[config.mk]
export PLATFORM = sky130hd
export DESIGN_NAME = trap_sequencer
export DESIGN_NICKNAME = d
export VERILOG_FILES = /design/src/rtl/trap_sequencer.sv
export SDC_FILE = /design/constraint.sdc
export NUM_CORES = 1
export LEC_CHECK = 0
export BUFFER_PORTS_ARGS = -buffer_cell sky130_fd_sc_hd__buf_2
export CELL_PAD_IN_SITES_DETAIL_PLACEMENT = 0
export CELL_PAD_IN_SITES_GLOBAL_PLACEMENT = 1
export CORE_AREA = 4 4 214 216
export DETAILED_ROUTE_END_ITERATION = 10
export DIE_AREA = 0 0 218 220
export HOLD_SLACK_MARGIN = 0.05
export PLACE_DENSITY_LB_ADDON = 0.1
export SLEW_MARGIN = 10
export SYNTH_ARGS = -nofsm -noshare
export SYNTH_HDL_FRONTEND = slang
export SYNTH_SLANG_ARGS = --single-unit
[constraint.sdc]
create_clock -name clk -period 6.2 [get_ports clk]
set_input_delay 0.62 -clock clk [delete_from_list [all_inputs] [get_ports clk]]
set_output_delay 0.62 -clock clk [all_outputs]
set_load 0.005 [all_outputs]
[src/rtl/trap_sequencer.sv]
// Trap/return sequencer: arbitrates exc > mret > sret > irq, fires one-cycle handle_* strobes, holds redirect until redirect_ack.
// Latency exc->handle 1, exc->redirect 2, mret->redirect 3 cycles; optional TRAP_VECTORED_EN enables vectored interrupt targets.
module trap_sequencer #(
   parameter int REG_WIDTH = 64,
   parameter int NUM_IRQ   = 12
) (
   input  logic                 clk,
   input  logic                 reset,
   input  logic [NUM_IRQ-1:0]   mip,
   input  logic [NUM_IRQ-1:0]   mie,
   input  logic                 mstatus_mie,
   input  logic                 exc_valid,
   input  logic [5:0]           exc_code,
   input  logic [REG_WIDTH-1:0] exc_pc,
   input  logic                 mret_valid,
   input  logic                 sret_valid,
   input  logic [REG_WIDTH-1:0] ret_pc,
   input  logic                 pipe_empty,
   input  logic [REG_WIDTH-1:0] mtvec,
   input  logic [REG_WIDTH-1:0] mepc,
   input  logic [REG_WIDTH-1:0] sepc,
   input  logic [1:0]           ret_priv,
   input  logic                 redirect_ack,
   output logic                 stall_fetch,
   output logic                 flush,
   output logic                 handle_interrupt,
   output logic                 handle_exception,
   output logic                 handle_mret,
   output logic                 handle_sret,
   output logic [REG_WIDTH-1:0] save_pc,
   output logic [1:0]           save_priv,
   output logic [62:0]          exception_code,
   output logic                 redirect_valid,
   output logic [REG_WIDTH-1:0] redirect_pc,
   output logic [1:0]           cur_priv,
   output logic                 busy
);

   typedef enum logic [2:0] {IDLE, DRAIN, COMMIT, RET_WAIT, REDIRECT} state_t;
   typedef enum logic [1:0] {K_EXC, K_IRQ, K_MRET, K_SRET} kind_t;

   state_t               state_q;
   kind_t                kind_q;
   logic [5:0]           cause_q;
   logic [1:0]           cur_priv_q;
   logic                 h_irq_q, h_exc_q, h_mret_q, h_sret_q;
   logic [REG_WIDTH-1:0] save_pc_q;
   logic [1:0]           save_priv_q;
   logic [62:0]          code_q;
   logic                 redirect_valid_q;
   logic [REG_WIDTH-1:0] redirect_pc_q;

   logic                 irq_take;
   logic [5:0]           irq_cause;
   logic [REG_WIDTH-1:0] trap_base;
   logic [REG_WIDTH-1:0] trap_target;

   // Standard interrupt priority 11,3,7,9,1,5; later assignments win, so 11 is applied last.
   function automatic logic [5:0] pick_cause(input logic [NUM_IRQ-1:0] pend);
      logic [63:0] p;
      logic [5:0]  c;
      logic        found;
      p     = 64'(pend);
      c     = 6'd0;
      found = 1'b0;
      for (int i = 0; i < NUM_IRQ; i++) begin
         if (!found && pend[i]) begin
            c     = 6'(i);
            found = 1'b1;
         end
      end
      if (p[5])  c = 6'd5;
      if (p[1])  c = 6'd1;
      if (p[9])  c = 6'd9;
      if (p[7])  c = 6'd7;
      if (p[3])  c = 6'd3;
      if (p[11]) c = 6'd11;
      return c;
   endfunction

   assign irq_take  = (|(mip & mie)) && ((cur_priv_q != 2'd3) || mstatus_mie);
   assign irq_cause = pick_cause(mip & mie);
   assign trap_base = mtvec & ~REG_WIDTH'(3);

`ifdef TRAP_VECTORED_EN
   assign trap_target = (kind_q == K_IRQ && mtvec[1:0] == 2'b01)
                        ? trap_base + REG_WIDTH'({cause_q, 2'b00}) : trap_base;
`else
   assign trap_target = trap_base;
`endif

   assign flush = ((state_q == IDLE) && (exc_valid || mret_valid || sret_valid)) ||
                  ((state_q == DRAIN) && exc_valid);

   always_ff @(posedge clk or posedge reset) begin
      if (reset) begin
         state_q          <= IDLE;
         kind_q           <= K_EXC;
         cause_q          <= 6'd0;
         cur_priv_q       <= 2'd3;
         h_irq_q          <= 1'b0;
         h_exc_q          <= 1'b0;
         h_mret_q         <= 1'b0;
         h_sret_q         <= 1'b0;
         save_pc_q        <= '0;
         save_priv_q      <= 2'd0;
         code_q           <= '0;
         redirect_valid_q <= 1'b0;
         redirect_pc_q    <= '0;
      end else begin
         // COMMIT-only outputs default low; they are set on the edge that enters COMMIT.
         h_irq_q     <= 1'b0;
         h_exc_q     <= 1'b0;
         h_mret_q    <= 1'b0;
         h_sret_q    <= 1'b0;
         save_pc_q   <= '0;
         save_priv_q <= 2'd0;
         code_q      <= '0;
         case (state_q)
            IDLE: begin
               if (exc_valid) begin
                  kind_q      <= K_EXC;
                  cause_q     <= exc_code;
                  h_exc_q     <= 1'b1;
                  save_pc_q   <= exc_pc;
                  save_priv_q <= cur_priv_q;
                  code_q      <= 63'(exc_code);
                  state_q     <= COMMIT;
               end else if (mret_valid || sret_valid) begin
                  kind_q      <= mret_valid ? K_MRET : K_SRET;
                  cause_q     <= 6'd0;
                  h_mret_q    <= mret_valid;
                  h_sret_q    <= !mret_valid;
                  save_priv_q <= cur_priv_q;
                  state_q     <= COMMIT;
               end else if (irq_take) begin
                  kind_q  <= K_IRQ;
                  cause_q <= irq_cause;
                  state_q <= DRAIN;
               end
            end
            DRAIN: begin
               // An older faulting instruction pre-empts the pending interrupt.
               if (exc_valid) begin
                  kind_q      <= K_EXC;
                  cause_q     <= exc_code;
                  h_exc_q     <= 1'b1;
                  save_pc_q   <= exc_pc;
                  save_priv_q <= cur_priv_q;
                  code_q      <= 63'(exc_code);
                  state_q     <= COMMIT;
               end else if (!irq_take) begin
                  cause_q <= 6'd0;
                  state_q <= IDLE;
               end else if (pipe_empty) begin
                  h_irq_q     <= 1'b1;
                  save_pc_q   <= ret_pc;
                  save_priv_q <= cur_priv_q;
                  code_q      <= 63'(cause_q);
                  state_q     <= COMMIT;
               end
            end
            COMMIT: begin
               if (kind_q == K_EXC || kind_q == K_IRQ) begin
                  cur_priv_q       <= 2'd3;
                  redirect_pc_q    <= trap_target;
                  redirect_valid_q <= 1'b1;
                  state_q          <= REDIRECT;
               end else begin
                  redirect_pc_q <= (kind_q == K_MRET) ? mepc : sepc;
                  state_q       <= RET_WAIT;
               end
            end
            RET_WAIT: begin
               cur_priv_q       <= ret_priv;
               redirect_valid_q <= 1'b1;
               state_q          <= REDIRECT;
            end
            REDIRECT: begin
               if (redirect_ack) begin
                  redirect_valid_q <= 1'b0;
                  state_q          <= IDLE;
               end
            end
            default: state_q <= IDLE;
         endcase
      end
   end

   assign busy             = (state_q != IDLE);
   assign stall_fetch      = busy;
   assign handle_interrupt = h_irq_q;
   assign handle_exception = h_exc_q;
   assign handle_mret      = h_mret_q;
   assign handle_sret      = h_sret_q;
   assign save_pc          = save_pc_q;
   assign save_priv        = save_priv_q;
   assign exception_code   = code_q;
   assign redirect_valid   = redirect_valid_q;
   assign redirect_pc      = redirect_pc_q;
   assign cur_priv         = cur_priv_q;

endmodule

==> reports/metrics.csv <==
stage,metric,value,unit
yosys,synth warn,0,
pwr,Combinational Power Share,0.395,
cells_and_area,layout cells sized above 1,0.4543,
placement,routability cong.,0.7278,
cells_and_area,filler cell count in the final layout,4869,
cells_and_area,post-layout net count,1587,
worst_setup_path,worst setup path category,flop to output pin,
sta,Tcrit/Tclk final,0.3967,
pwr,Clk network pwr share,0.251,
worst_setup_path,CP endpoint kind,output pin,
floorplan,die height,220,microns
yosys,mapped cell area,7612,sq um
clock_tree,clk buf depth,2,
placement,# placed instances,1800,
yosys,top_reg_cell synth,dfrtp_1,
clock_tree,clk sinks,154,
floorplan,IO Count,563,
grt,vias in the first global route,7304,
status,status,"finished, final reports clean",
grt,total global routing overflow,0,
grt,first-pass GRT wire length,47.65,mm
drt,via count,7202,
clock_tree,H-tree levels,4,
drt,antenna-violating nets left,0,
drt,DRT Pass-1 Iters,5,
worst_setup_path,critical path data required time,5580,ps
placement,number of I/O port buffers,503,
clock_tree,root buffer cell,clkbuf_16,
worst_setup_path,Worst R2R Setup Slack,3860,ps
pwr,Sequential Power Share,0.353,
grt,aggregate global-route resource usage,0.1340,
clock_tree,"Reg clk slew, reported paths",60,ps
job,Max Cap Viol,0,
floorplan,die area,47960,sq um
grt,initial antenna violation count,13,
drt,Via density,3.933,
pwr,Pwr per Cell Area,401.6,nW/um^2
worst_setup_path,Crit Reg-Reg Startpoint,kind_q[0]$_DFFE_PP0P_,
placement,pre-CTS WS,3550,ps
worst_setup_path,crit-path cells,inv_2 -> and2_1 -> o21a_1 -> buf_2,
pwr,switching pwr,1681,uW
sta,Final Max Tran Viols,0,
cells_and_area,fin util,0.2522,
pwr,Pleak,0.005745,uW
clock_tree,# hold bufs at CTS,0,
sta,fmax,0.4066,GHz
sta,final hold vios,0,
cells_and_area,Final Non-Filler Cells,1831,
sta,Setup TNS,0,ps
worst_setup_path,worst reg2reg endpoint,redirect_pc[56]$_DFFE_PP0N_,
worst_setup_path,crit path DAT,1840,ps
sta,normalized max-slew margin,0.3500,
yosys,asr flop ratio synth,1.000,
drt,Iter 0 DRT Violations,208,
worst_setup_path,worst r2r path cells,5,
drt,DRT Wirelength,33.66,mm
yosys,number of synthesized register bits,154,
drt,DRC,0,
sta,Layout Skew,5.935,ps
sta,endpoints failing setup,0,
clock_tree,Clock Latency Late Sink,440,ps
sta,RSZ-0062 raised after global routing,false,
clock_tree,CTS tree,yes,
worst_setup_path,CP startpoint kind,flop,
placement,hpwl dp,26.44,mm
floorplan,# rows,77,
worst_hold_path,Hold Crit Class,input pin to async pin,
pwr,P_int,2768,uW
pwr,VDD IR max,0.1765,mV
yosys,Post-Syn Instances,755,
yosys,Post-synth EDFFs,0,
worst_setup_path,critical path peak fanout,10,
yosys,sequential fraction of the synthesis area,0.5066,
drt,routed len/inst,18.38,microns
cells_and_area,Area growth syn-to-layout,45.55,%
clock_tree,post-CTS sizing,0,
yosys,syn_area_per_cell,10.08,sq um
clock_tree,post-CTS setup buffer count,0,
floorplan,core area,43930,sq um
pwr,Sw Ratio,0.3778,
floorplan,initial core utilization,0.1733,
sta,worst slew pin tran,975.0,ps
yosys,"Distinct cells, synth",50,
sta,clock period minus worst slack,2459,ps
floorplan,Chip Width,218,microns
grt,maximum number of pins on one net before global-route repair,96,
clock_tree,Num CTS Buffers,17,
sta,final worst slack,3741,ps
worst_setup_path,delay of the slowest cell on the worst path,590,ps
worst_setup_path,slowest CP cell,dfrtp_1,
[kinds of logic (layout without fill, tap and decap cells)]
logic type             after synthesis  count (layout)  synth area share
AOI/OAI and AO/OA                  235             235            0.2094
and+or+nand+nor                    176             176           0.09764
DFF                                154             154            0.5066
buffers and inverters              119             545           0.09188
muxes                               70              70           0.09402
other                                1              59         0.0004926
[area by class of cell]
type	count	area, sq um	share of cell area
timing repair buffer	509	2562	0.2313
sequential	154	3864	0.3487
multi-input combinational	538	3276	0.2957
antenna	2	5.005	0.0004517
inverter	7	31.28	0.002823
clock inverter	12	175.2	0.01581
tap	592	740.7	0.06685
clock buffer	17	425.4	0.03840
[state kept, by name, indices dropped and copies added (netlist names)]
register and cells:
redirect_pc 64, save_pc 64, cause_q 6, exception_code 6
state_q 3, cur_priv 2, kind_q 2, save_priv 2
handle_exception 1, handle_interrupt 1, handle_mret 1, handle_sret 1
redirect_valid 1
[power by group through the flow]
stage,combinational [uW],sequential [uW],clock [uW]
after detailed placement,1830,1600,0
after floorplan,1040,1570,0
after global placement,1840,1590,0
after global routing,2030,1630,1220
after CTS,1840,1580,1180
final,1760,1570,1120
[worst max-delay path: cells and delay by family (launching register included)]
| family | cells | cell delay, ps |
|---|---|---|
| AOI/OAI and AO/OA | 1 | 220 |
| buffers and inverters | 2 | 370 |
| DFF | 1 | 590 |
| and+or+nand+nor | 1 | 210 |
[layer usage]
metal | vias up | track usage | share of wire
met4 | 20 | 0.03539 | 0.013
li1 | 3493 | - | -
met2 | 319 | 0.2341 | 0.51
met1 | 3327 | 0.1425 | 0.36
met3 | 43 | 0.07005 | 0.12
met5 | - | 0 | 0.0043
[worst max-delay path by stage]
stage	startpoint	end	slack, ps	depth (start not counted)
floorplan	reset	cause_q[0]$_DFFE_PP0P_	1430	1
global route	state_q[0]$_DFFE_PP0P_	redirect_pc[45]$_DFFE_PP0N_	3610	4
CTS	state_q[0]$_DFFE_PP0P_	flush	3700	4
finish	state_q[0]$_DFFE_PP0P_	flush	3740	4
detailed placement	exc_valid	save_pc[2]$_DFF_PP0_	3550	5
global placement	exc_valid	save_pc[2]$_DFF_PP0_	3580	5
[Yosys cell counts, types with 2 or more instances]
library cell | instances | area [sq um]
o2bb2ai_1 | 2 | 17.52
o21a_1 | 2 | 15.01
a21boi_0 | 3 | 22.52
buf_1 | 3 | 11.26
nor4b_1 | 2 | 17.52
a21oi_1 | 3 | 15.01
o21ai_0 | 131 | 655.6
dfrtp_1 | 152 | 3804
nand3b_1 | 2 | 15.01
dfstp_2 | 2 | 52.55
nand2_1 | 142 | 533.0
buf_2 | 19 | 95.09
a32o_1 | 5 | 50.05
and3_1 | 4 | 25.02
nor2_1 | 9 | 33.78
a22oi_2 | 5 | 62.56
inv_1 | 6 | 22.52
buf_4 | 59 | 442.9
mux2_4 | 3 | 45.04
o22a_1 | 3 | 26.28
nand2b_1 | 2 | 12.51
nand3_1 | 4 | 20.02
and2_1 | 2 | 12.51
a22o_1 | 68 | 595.6
clkbuf_1 | 30 | 112.6
mux2i_1 | 67 | 670.6
o41ai_1 | 2 | 17.52
[cells in the final DEF (no fill, tap or decap), drive strengths merged, types with 3 or more instances in the layout]
cell,count
o22a,3
clkinvlp,3
conb,57
and3,4
a21boi,3
mux2i,67
nand2,142
nor2,10
bufinv,4
clkbuf,17
nand3,4
inv,9
a22oi,6
o21ai,132
a21oi,4
dfrtp,152
a22o,68
clkinv,3
buf,509
a32o,5
mux2,3
[per-stage QoR]
stage	power, uW	hold slack (ps)	area, sq um
finish	4450	348.1	11080
global route	4871	348.9	11070
floorplan	2606	456.3	7823
global placement	3427	459.6	10470
detailed placement	3435	464.8	10470
CTS	4602	334.4	11070
Note: power is estimated with default switching activity, not from simulation.
